===== src/rtl/stack_seq_ctrl.sv =====
// stack_seq_ctrl: multi-cycle sequencer for the stack datapath.
//   Accepts one instruction per valid/ready handshake and expands it into per-cycle
//   push/pop strobes, operand latch enables and an ALU op. Tracks stack depth and
//   rejects overflow, underflow and illegal opcodes with a one-cycle fault pulse.
// Ports:
//   clock_i         clock, rising edge
//   reset_i         synchronous active-high reset
//   instr_valid_i   instruction present on instr_i
//   instr_i         opcode in MSBs, immediate in the remaining LSBs
//   instr_ready_o   high only while idle
//   push_o, pop_o   stack write / read strobes
//   sel_imm_o       push data mux: 1 = immediate, 0 = ALU result
//   imm_o           zero-extended immediate of the last accepted instruction
//   latch_a_o       capture popped top into operand A
//   latch_b_o       capture popped entry into operand B
//   alu_op_o        ALU function during write-back, else 0
//   depth_o         current stack entry count
//   busy_o          sequencer not idle
//   fault_o         one-cycle pulse on a rejected instruction
//   fault_code_o    last fault cause: 1 overflow, 2 underflow, 3 illegal
module stack_seq_ctrl #(
    parameter int unsigned DATA_W = 32,
    parameter int unsigned OPC_W  = 6,
    parameter int unsigned DEPTH  = 16
) (
    input  logic                              clock_i,
    input  logic                              reset_i,
    input  logic                              instr_valid_i,
    input  logic [DATA_W-1:0]                 instr_i,
    output logic                              instr_ready_o,
    output logic                              push_o,
    output logic                              pop_o,
    output logic                              sel_imm_o,
    output logic [DATA_W-1:0]                 imm_o,
    output logic                              latch_a_o,
    output logic                              latch_b_o,
    output logic [3:0]                        alu_op_o,
    output logic [$clog2(DEPTH+1)-1:0]        depth_o,
    output logic                              busy_o,
    output logic                              fault_o,
    output logic [1:0]                        fault_code_o
);
    localparam int unsigned DPT_W = $clog2(DEPTH + 1);

    typedef enum logic [2:0] {StIdle, StPushI, StPop1, StPopA, StPopB, StWb, StFlt} state_e;

    state_e             state_q, state_d;
    logic [DPT_W-1:0]   depth_q, depth_d;
    logic [DATA_W-1:0]  imm_q, imm_d;
    logic [3:0]         alu_sel_q, alu_sel_d;
    logic [1:0]         fault_code_q, fault_code_d;
    logic               ready_q, push_q, pop_q, sel_imm_q, latch_a_q, latch_b_q;
    logic               busy_q, fault_q;
    logic [3:0]         alu_op_q;
    logic               ready_d, push_d, pop_d, sel_imm_d, latch_a_d, latch_b_d;
    logic               busy_d, fault_d;
    logic [3:0]         alu_op_d;

    logic               accept;
    logic [OPC_W-1:0]   opcode;

    assign accept = instr_valid_i & ready_q;
    assign opcode = instr_i[DATA_W-1 -: OPC_W];

    // State register plus registered outputs.
    always_ff @(posedge clock_i) begin
        if (reset_i) begin
            state_q      <= StIdle;
            depth_q      <= '0;
            imm_q        <= '0;
            alu_sel_q    <= '0;
            fault_code_q <= '0;
            ready_q      <= 1'b1;
            push_q       <= 1'b0;
            pop_q        <= 1'b0;
            sel_imm_q    <= 1'b0;
            latch_a_q    <= 1'b0;
            latch_b_q    <= 1'b0;
            alu_op_q     <= '0;
            busy_q       <= 1'b0;
            fault_q      <= 1'b0;
        end else begin
            state_q      <= state_d;
            depth_q      <= depth_d;
            imm_q        <= imm_d;
            alu_sel_q    <= alu_sel_d;
            fault_code_q <= fault_code_d;
            ready_q      <= ready_d;
            push_q       <= push_d;
            pop_q        <= pop_d;
            sel_imm_q    <= sel_imm_d;
            latch_a_q    <= latch_a_d;
            latch_b_q    <= latch_b_d;
            alu_op_q     <= alu_op_d;
            busy_q       <= busy_d;
            fault_q      <= fault_d;
        end
    end

    // Next-state: accept checks use the depth present in the accept cycle.
    always_comb begin
        state_d      = state_q;
        imm_d        = imm_q;
        alu_sel_d    = alu_sel_q;
        fault_code_d = fault_code_q;
        unique case (state_q)
            StIdle: begin
                if (accept) begin
                    imm_d = {{OPC_W{1'b0}}, instr_i[DATA_W-OPC_W-1:0]};
                    case (opcode)
                        OPC_W'(1): begin
                            if (depth_q == DPT_W'(DEPTH)) begin
                                state_d      = StFlt;
                                fault_code_d = 2'd1;
                            end else begin
                                state_d = StPushI;
                            end
                        end
                        OPC_W'(2): begin
                            if (depth_q == '0) begin
                                state_d      = StFlt;
                                fault_code_d = 2'd2;
                            end else begin
                                state_d = StPop1;
                            end
                        end
                        OPC_W'(3), OPC_W'(4), OPC_W'(5), OPC_W'(6), OPC_W'(7): begin
                            if (depth_q < DPT_W'(2)) begin
                                state_d      = StFlt;
                                fault_code_d = 2'd2;
                            end else begin
                                state_d = StPopA;
                                case (opcode)
                                    OPC_W'(3): alu_sel_d = 4'd2;
                                    OPC_W'(4): alu_sel_d = 4'd1;
                                    OPC_W'(5): alu_sel_d = 4'd6;
                                    OPC_W'(6): alu_sel_d = 4'd7;
                                    default:   alu_sel_d = 4'd12;
                                endcase
                            end
                        end
                        default: begin
                            state_d      = StFlt;
                            fault_code_d = 2'd3;
                        end
                    endcase
                end
            end
            StPopA:  state_d = StPopB;
            StPopB:  state_d = StWb;
            default: state_d = StIdle;
        endcase
    end

    // Depth follows the strobes once they have been issued.
    always_comb begin
        depth_d = depth_q;
        if (push_q) begin
            depth_d = depth_q + DPT_W'(1);
        end else if (pop_q) begin
            depth_d = depth_q - DPT_W'(1);
        end
    end

    // Output decode from the next state so every output comes straight from a flop.
    always_comb begin
        ready_d   = (state_d == StIdle);
        busy_d    = (state_d != StIdle);
        push_d    = (state_d == StPushI) || (state_d == StWb);
        pop_d     = (state_d == StPop1) || (state_d == StPopA) || (state_d == StPopB);
        sel_imm_d = (state_d == StPushI);
        latch_a_d = (state_d == StPopA);
        latch_b_d = (state_d == StPopB);
        alu_op_d  = (state_d == StWb) ? alu_sel_q : 4'd0;
        fault_d   = (state_d == StFlt);
    end

    assign instr_ready_o = ready_q;
    assign push_o        = push_q;
    assign pop_o         = pop_q;
    assign sel_imm_o     = sel_imm_q;
    assign imm_o         = imm_q;
    assign latch_a_o     = latch_a_q;
    assign latch_b_o     = latch_b_q;
    assign alu_op_o      = alu_op_q;
    assign depth_o       = depth_q;
    assign busy_o        = busy_q;
    assign fault_o       = fault_q;
    assign fault_code_o  = fault_code_q;
endmodule


===== config.mk =====
export PLATFORM = sky130hd
export DESIGN_NAME = stack_seq_ctrl
export DESIGN_NICKNAME = d
export VERILOG_FILES = /design/src/rtl/stack_seq_ctrl.sv
export SDC_FILE = /design/constraint.sdc
export NUM_CORES = 1
export LEC_CHECK = 0
export CORE_MARGIN = 2
export CORE_UTILIZATION = 43
export CTS_CLUSTER_SIZE = 40
export DETAILED_ROUTE_END_ITERATION = 10
export GPL_TIMING_DRIVEN = 0
export PLACE_DENSITY = 0.88
export SYNTH_ARGS = -nofsm -noshare
export SYNTH_HDL_FRONTEND = slang
export SYNTH_SLANG_ARGS = --single-unit

===== constraint.sdc =====
create_clock -name clock_i -period 2.3 [get_ports clock_i]
set_input_delay 0.23 -clock clock_i [delete_from_list [all_inputs] [get_ports clock_i]]
set_output_delay 0.23 -clock clock_i [all_outputs]
set_load 0.005 [all_outputs]

Yosys cells after proc, flatten, opt, wreduce, memory -nomap -nowiden
Cells that the tools add are included.
- magnitude comparators: 1
- multiplexer cells: 13
- reductions and logical operators: 13
- bitwise logic cells: 3
- equal/unequal tests: 19
- add/subtract/negate cells: 2
- operators by type and width (operator ; count):
    6-bit by 3-bit == test with 1-bit output, second input constant ; 4
    3-bit one-hot mux with 3 select lines ; 2
    4-bit one-hot mux with 4 select lines ; 1
    3-bit == test, second input constant ; 4
    6-bit by 2-bit == test with 1-bit output, second input constant ; 2
    3-bit 2-to-1 mux ; 4
    5-bit 2-to-1 mux ; 2
    3-bit by 2-bit == test with 1-bit output, second input constant ; 3
    6-bit by 1-bit == test with 1-bit output, second input constant ; 1
    3-bit logical NOT ; 2
    2-bit 2-to-1 mux ; 3
    2-bit != test, second input constant ; 3
    2-bit one-hot mux with 3 select lines ; 1
    5-bit by 1-bit adder with 5-bit output, second input constant ; 1
    5-bit == test, second input constant ; 1
    5-bit logical NOT ; 1
    5-bit by 2-bit less-than comparator with 1-bit output, second input constant ; 1
    5-bit AND reduction ; 1
    5-bit OR reduction ; 1
    5-bit by 1-bit subtractor with 5-bit output, second input constant ; 1
    4-bit AND reduction ; 1
    3-bit by 1-bit == test with 1-bit output, second input constant ; 1
    1-bit logical OR ; 3
    3-bit nonzero test ; 1
    other kinds (5) ; 6
- output and inout port bits: 51
- logic and storage cells: 65
- flip-flop bits (word level): 52
- input port bits: 35

Depth between registers and ports, before layout
- depth in word-level cells: 8
- depth in mapped cells: 6

Worst setup path before layout
No wires, ideal clock.
- path type: register -> register
- start point: reg push_q (netlist: push_o)
- end point: reg depth_q[4] (netlist: depth_o[4])
- buffers on the path: 0
- period minus slack after synthesis: 1.928 ns
- arrival time: 1.807 ns
- cell stages (with the launch flop): 7
- setup time: 0.121 ns
- setup slack: 0.372 ns
- required time: 2.179 ns
- cells stage by stage: dfxtp_1 inv_1 fa_1 a21o_1 a21oi_1 mux2i_1 mux2_2
- word-level cells in the longest chain between the ends: 1
- elaborated cells on any way between the ends: 2
- ends and longest elaborated chain (item ; line ; source):
    start: declaration ; 52 ; logic ready_q, push_q, pop_q, sel_imm_q, latch_a_q, latch_b_q;
    start signal: assignment ; 89 ; push_q <= push_d;
    5-bit 2-to-1 mux or 2-bit nonzero test (tied branches) ; -- ;
    end signal: assignment ; 84 ; depth_q <= depth_d;
    end: declaration ; 48 ; logic [DPT_W-1:0] depth_q, depth_d;
Several ways; a longest one is shown, not always the timed one.
A chain may end at the register's enable or synchronous reset.

Worst setup path in the final report
Ends and elaborated chain as after synthesis.

==> reports/summary.txt <==
Post-synthesis compound-gate area fraction: 17.9%
Routability cong.: 0.847
Seq pwr share: 46.8%
Distinct cells, synth: 51
R2R Path End: depth_o[4]
Drt pass-1 iters: 4
Area of the die: 5680 µm²
Finished Cell Area: 3150 µm²
Largest net degree at the start of global routing: 15
Die X: 75.4 µm
Pwr/cell area: 725 nW/µm²
Synthesized area: 2190 µm²
Multiplexer share of the synthesized area: 0.971%
Placed Area: 3050 µm²
Core Area: 4820 µm²
Worst Setup SP: push_o
CP startpoint kind: register
Routed WL: 5200 µm
Comb pwr share: 29.5%
Final Hold Viols: 0
Syn. warnings: 0
RSZ-0062 raised after global routing: false
GRT Util Overall: 18.6%
HP Class: in2reg
Switching power total: 0.661 mW
Register area share after synthesis: 47.5%
Vias: 2006
Synth Register Bits: 52
Final setup viols: 0
DRC: 0
Starting Density: 45.5%
First-pass GRT wire length: 8290 µm
Leak: 1.19 nW
Wire per inst: 12.7 µm
MaxCap Viol Count: 0
Total congestion overflow: 0
Post-CTS Resized: 0
Clk_skew: 5.75 ps
Outcome: complete, no violations
DRT met1 WL: 2180 µm
Worst EP required: 2490 ps
Fin nets: 381
CTS tree: yes
CP arrival: 2250 ps
Commonest register cell after synthesis: dfxtp_1
Reg2Reg Launch Point: push_o
H-tree levels: 2
Clock latency on the worst-skew pair: 290 ps
Max Freq: 0.485 GHz
Post-synthesis simple-gate area fraction: 22.0%
Antenna-violating nets left: 0
# rows: 25
Worst slew pin tran: 717 ps
Sink Count: 52
1st-iter DRT viols: 69
CTS buffer count: 5
Internal Power: 1.62 mW
Async SR Flop Fraction: 0%
Main combinational cell family by area after synthesis: simple AND/OR/NAND/NOR gates
Layout Area Growth over Synthesis: 43.8%
Final min period: 2060 ps
Fin. max-slew vios: 0
I/O pin cnt: 86
CP endpoint kind: register
Initial antenna violation count: 0
Cells on worst reg2reg path: 6
Max Root-Sink Buffers: 2
Vert. Die Dim: 75.4 µm
Synth Area in Adders: 2.63%
Met2 routed WL: 2530 µm
Setup slack after layout: 238 ps
Number of global-route vias before repair: 1911
Critical path type: reg2reg
Crit-path max FO: 6
Switching Fraction: 28.9%
Post-synth top area cell: dfxtp_1
Max_slew headroom: 51.8%
Critical path capture point: depth_o[4]
Post-CTS setup buffer count: 0
IO Port Bufs: 76
Post-synth EDFFs: 0
Vias/cell: 4.90
Detailed Place HPWL: 3930 µm
Peak VDD IR: 513 µV
Met3 WL: 385 µm
Setup WS pre-CTS: -14.7 ps
Post-synth top area share: 47.5%
Final worst path period share: 89.6%
Post-Syn Instances: 254
Root Buffer: clkbuf_8
Share of layout cells above drive strength 1: 8.77%
Worst-path clk slew: 80 ps
Core Util, Final: 65.4%
Xor-xnor portion of the synthesized cell area: 1.60%
Clock network fraction of total power: 23.7%
R2R setup slack: 240 ps
Avg Cell Area, Syn: 8.63 µm²
N_diodes: 0
Largest cells by area after synthesis: dfxtp_1 48%, nand2_1 9.8%, a21oi_1 9.1%, buf_4 2.4%, nor2_1 2.4%
Top layer in use: met4
# hold bufs at CTS: 0
==> cell type report <==
type	instances	area, µm²
fillers	440	1670
flip-flops and latches	52	1040
multi-input cells	183	1010
repair buffers	76	761
plain buffers	20	141
clock buffers	7	96.3
well taps	67	83.8
inverters	4	15.0
==> stage by stage <==
step / power [mW] / hold WS, ps / TNS, ps / std cells
2_1_floorplan: 1.45 / 363 / 0 / 259
3_3_place_gp: 1.74 / 435 / 0 / 402
3_5_place_dp: 1.76 / 435 / -44.9 / 402
4_1_cts: 2.30 / 190 / 0 / 409
5_1_grt: 2.42 / 202 / 0 / 409
6_report: 2.29 / 195 / 0 / 409
==> layout by cell type (no fill, tap or decap), drive strengths merged, types with 2 or more instances in the layout <==
| cell | count |
|---|---|
| a211oi | 4 |
| a21o | 4 |
| a21oi | 40 |
| a221oi | 2 |
| and2 | 4 |
| buf | 10 |
| clkbuf | 17 |
| clkdlybuf4s50 | 76 |
| conb | 6 |
| dfxtp | 52 |
| ha | 3 |
| inv | 4 |
| nand2 | 57 |
| nor2 | 14 |
| nor2b | 2 |
| nor3 | 8 |
| o21ai | 3 |
| or2 | 2 |
| or3 | 4 |
| or3b | 3 |
| xnor2 | 2 |
| xor2 | 2 |
==> state kept, by name, indices dropped and copies added, names as in the netlist, 2 cells and up <==
name	count
alu_op_o	4
alu_sel_q	4
fault_code_o	2
imm_o	26
depth_o	5
state_q	3
==> worst max-delay path: stages, from the launching register on <==
cell and delay, ps:
dfxtp_1 450, inv_1 150, fa_1 470, a21o_1 170, a21oi_1 170, mux2i_1 220, mux2_2 340
==> power by group through the flow <==
stage	clock, mW	sequential (mW)	combinational, mW
floorplan	0	1.08	0.365
global placement	0	1.08	0.659
detailed placement	0	1.09	0.676
CTS	0.555	1.07	0.681
global route	0.583	1.08	0.756
finish	0.542	1.07	0.674
==> synthesized netlist by cell type (all sizes together) (2+ instances only) <==
library cell and instances:
a211oi 4, a21o 4, a21oi 40, a221oi 2, and2 4, buf 10, clkbuf 10, dfxtp 52
ha 3, inv 4, nand2 57, nor2 14, nor2b 2, nor3 8, o21ai 3, or2 2
or3 4, or3b 3, xnor2 2, xor2 2
==> cells by family after synthesis <==
family                   Yosys count
AO/OA/AOI/OAI                     64
XOR/XNOR                           4
adder cells (fa/ha/maj)            4
buffers and inverters             24
flip-flops                        52
multiplexers                       2
other                              1
AND/OR/NAND/NOR                  103
==> how the worst min path moves through the flow <==
stage | start | end | slack (ps) | cells after the start
floorplan | instr_i[14] | imm_o[14] | 360 | 2
global placement | alu_sel_q[1] | alu_op_o[1] | 440 | 1
detailed placement | alu_sel_q[0] | alu_op_o[0] | 440 | 1
CTS | reset_i | latch_b_o | 190 | 2
global route | reset_i | latch_b_o | 200 | 2
finish | reset_i | latch_b_o | 190 | 2
==> routing by layer <==
| layer | track usage, % | up-vias |
|---|---|---|
| met5 | 0 | - |
| met1 | 22.8 | 906 |
| met2 | 32.1 | 66 |
| met3 | 4.63 | 10 |
| met4 | 6.24 | 0 |
| li1 | - | 1024 |
(Power assumes the default switching activity.)
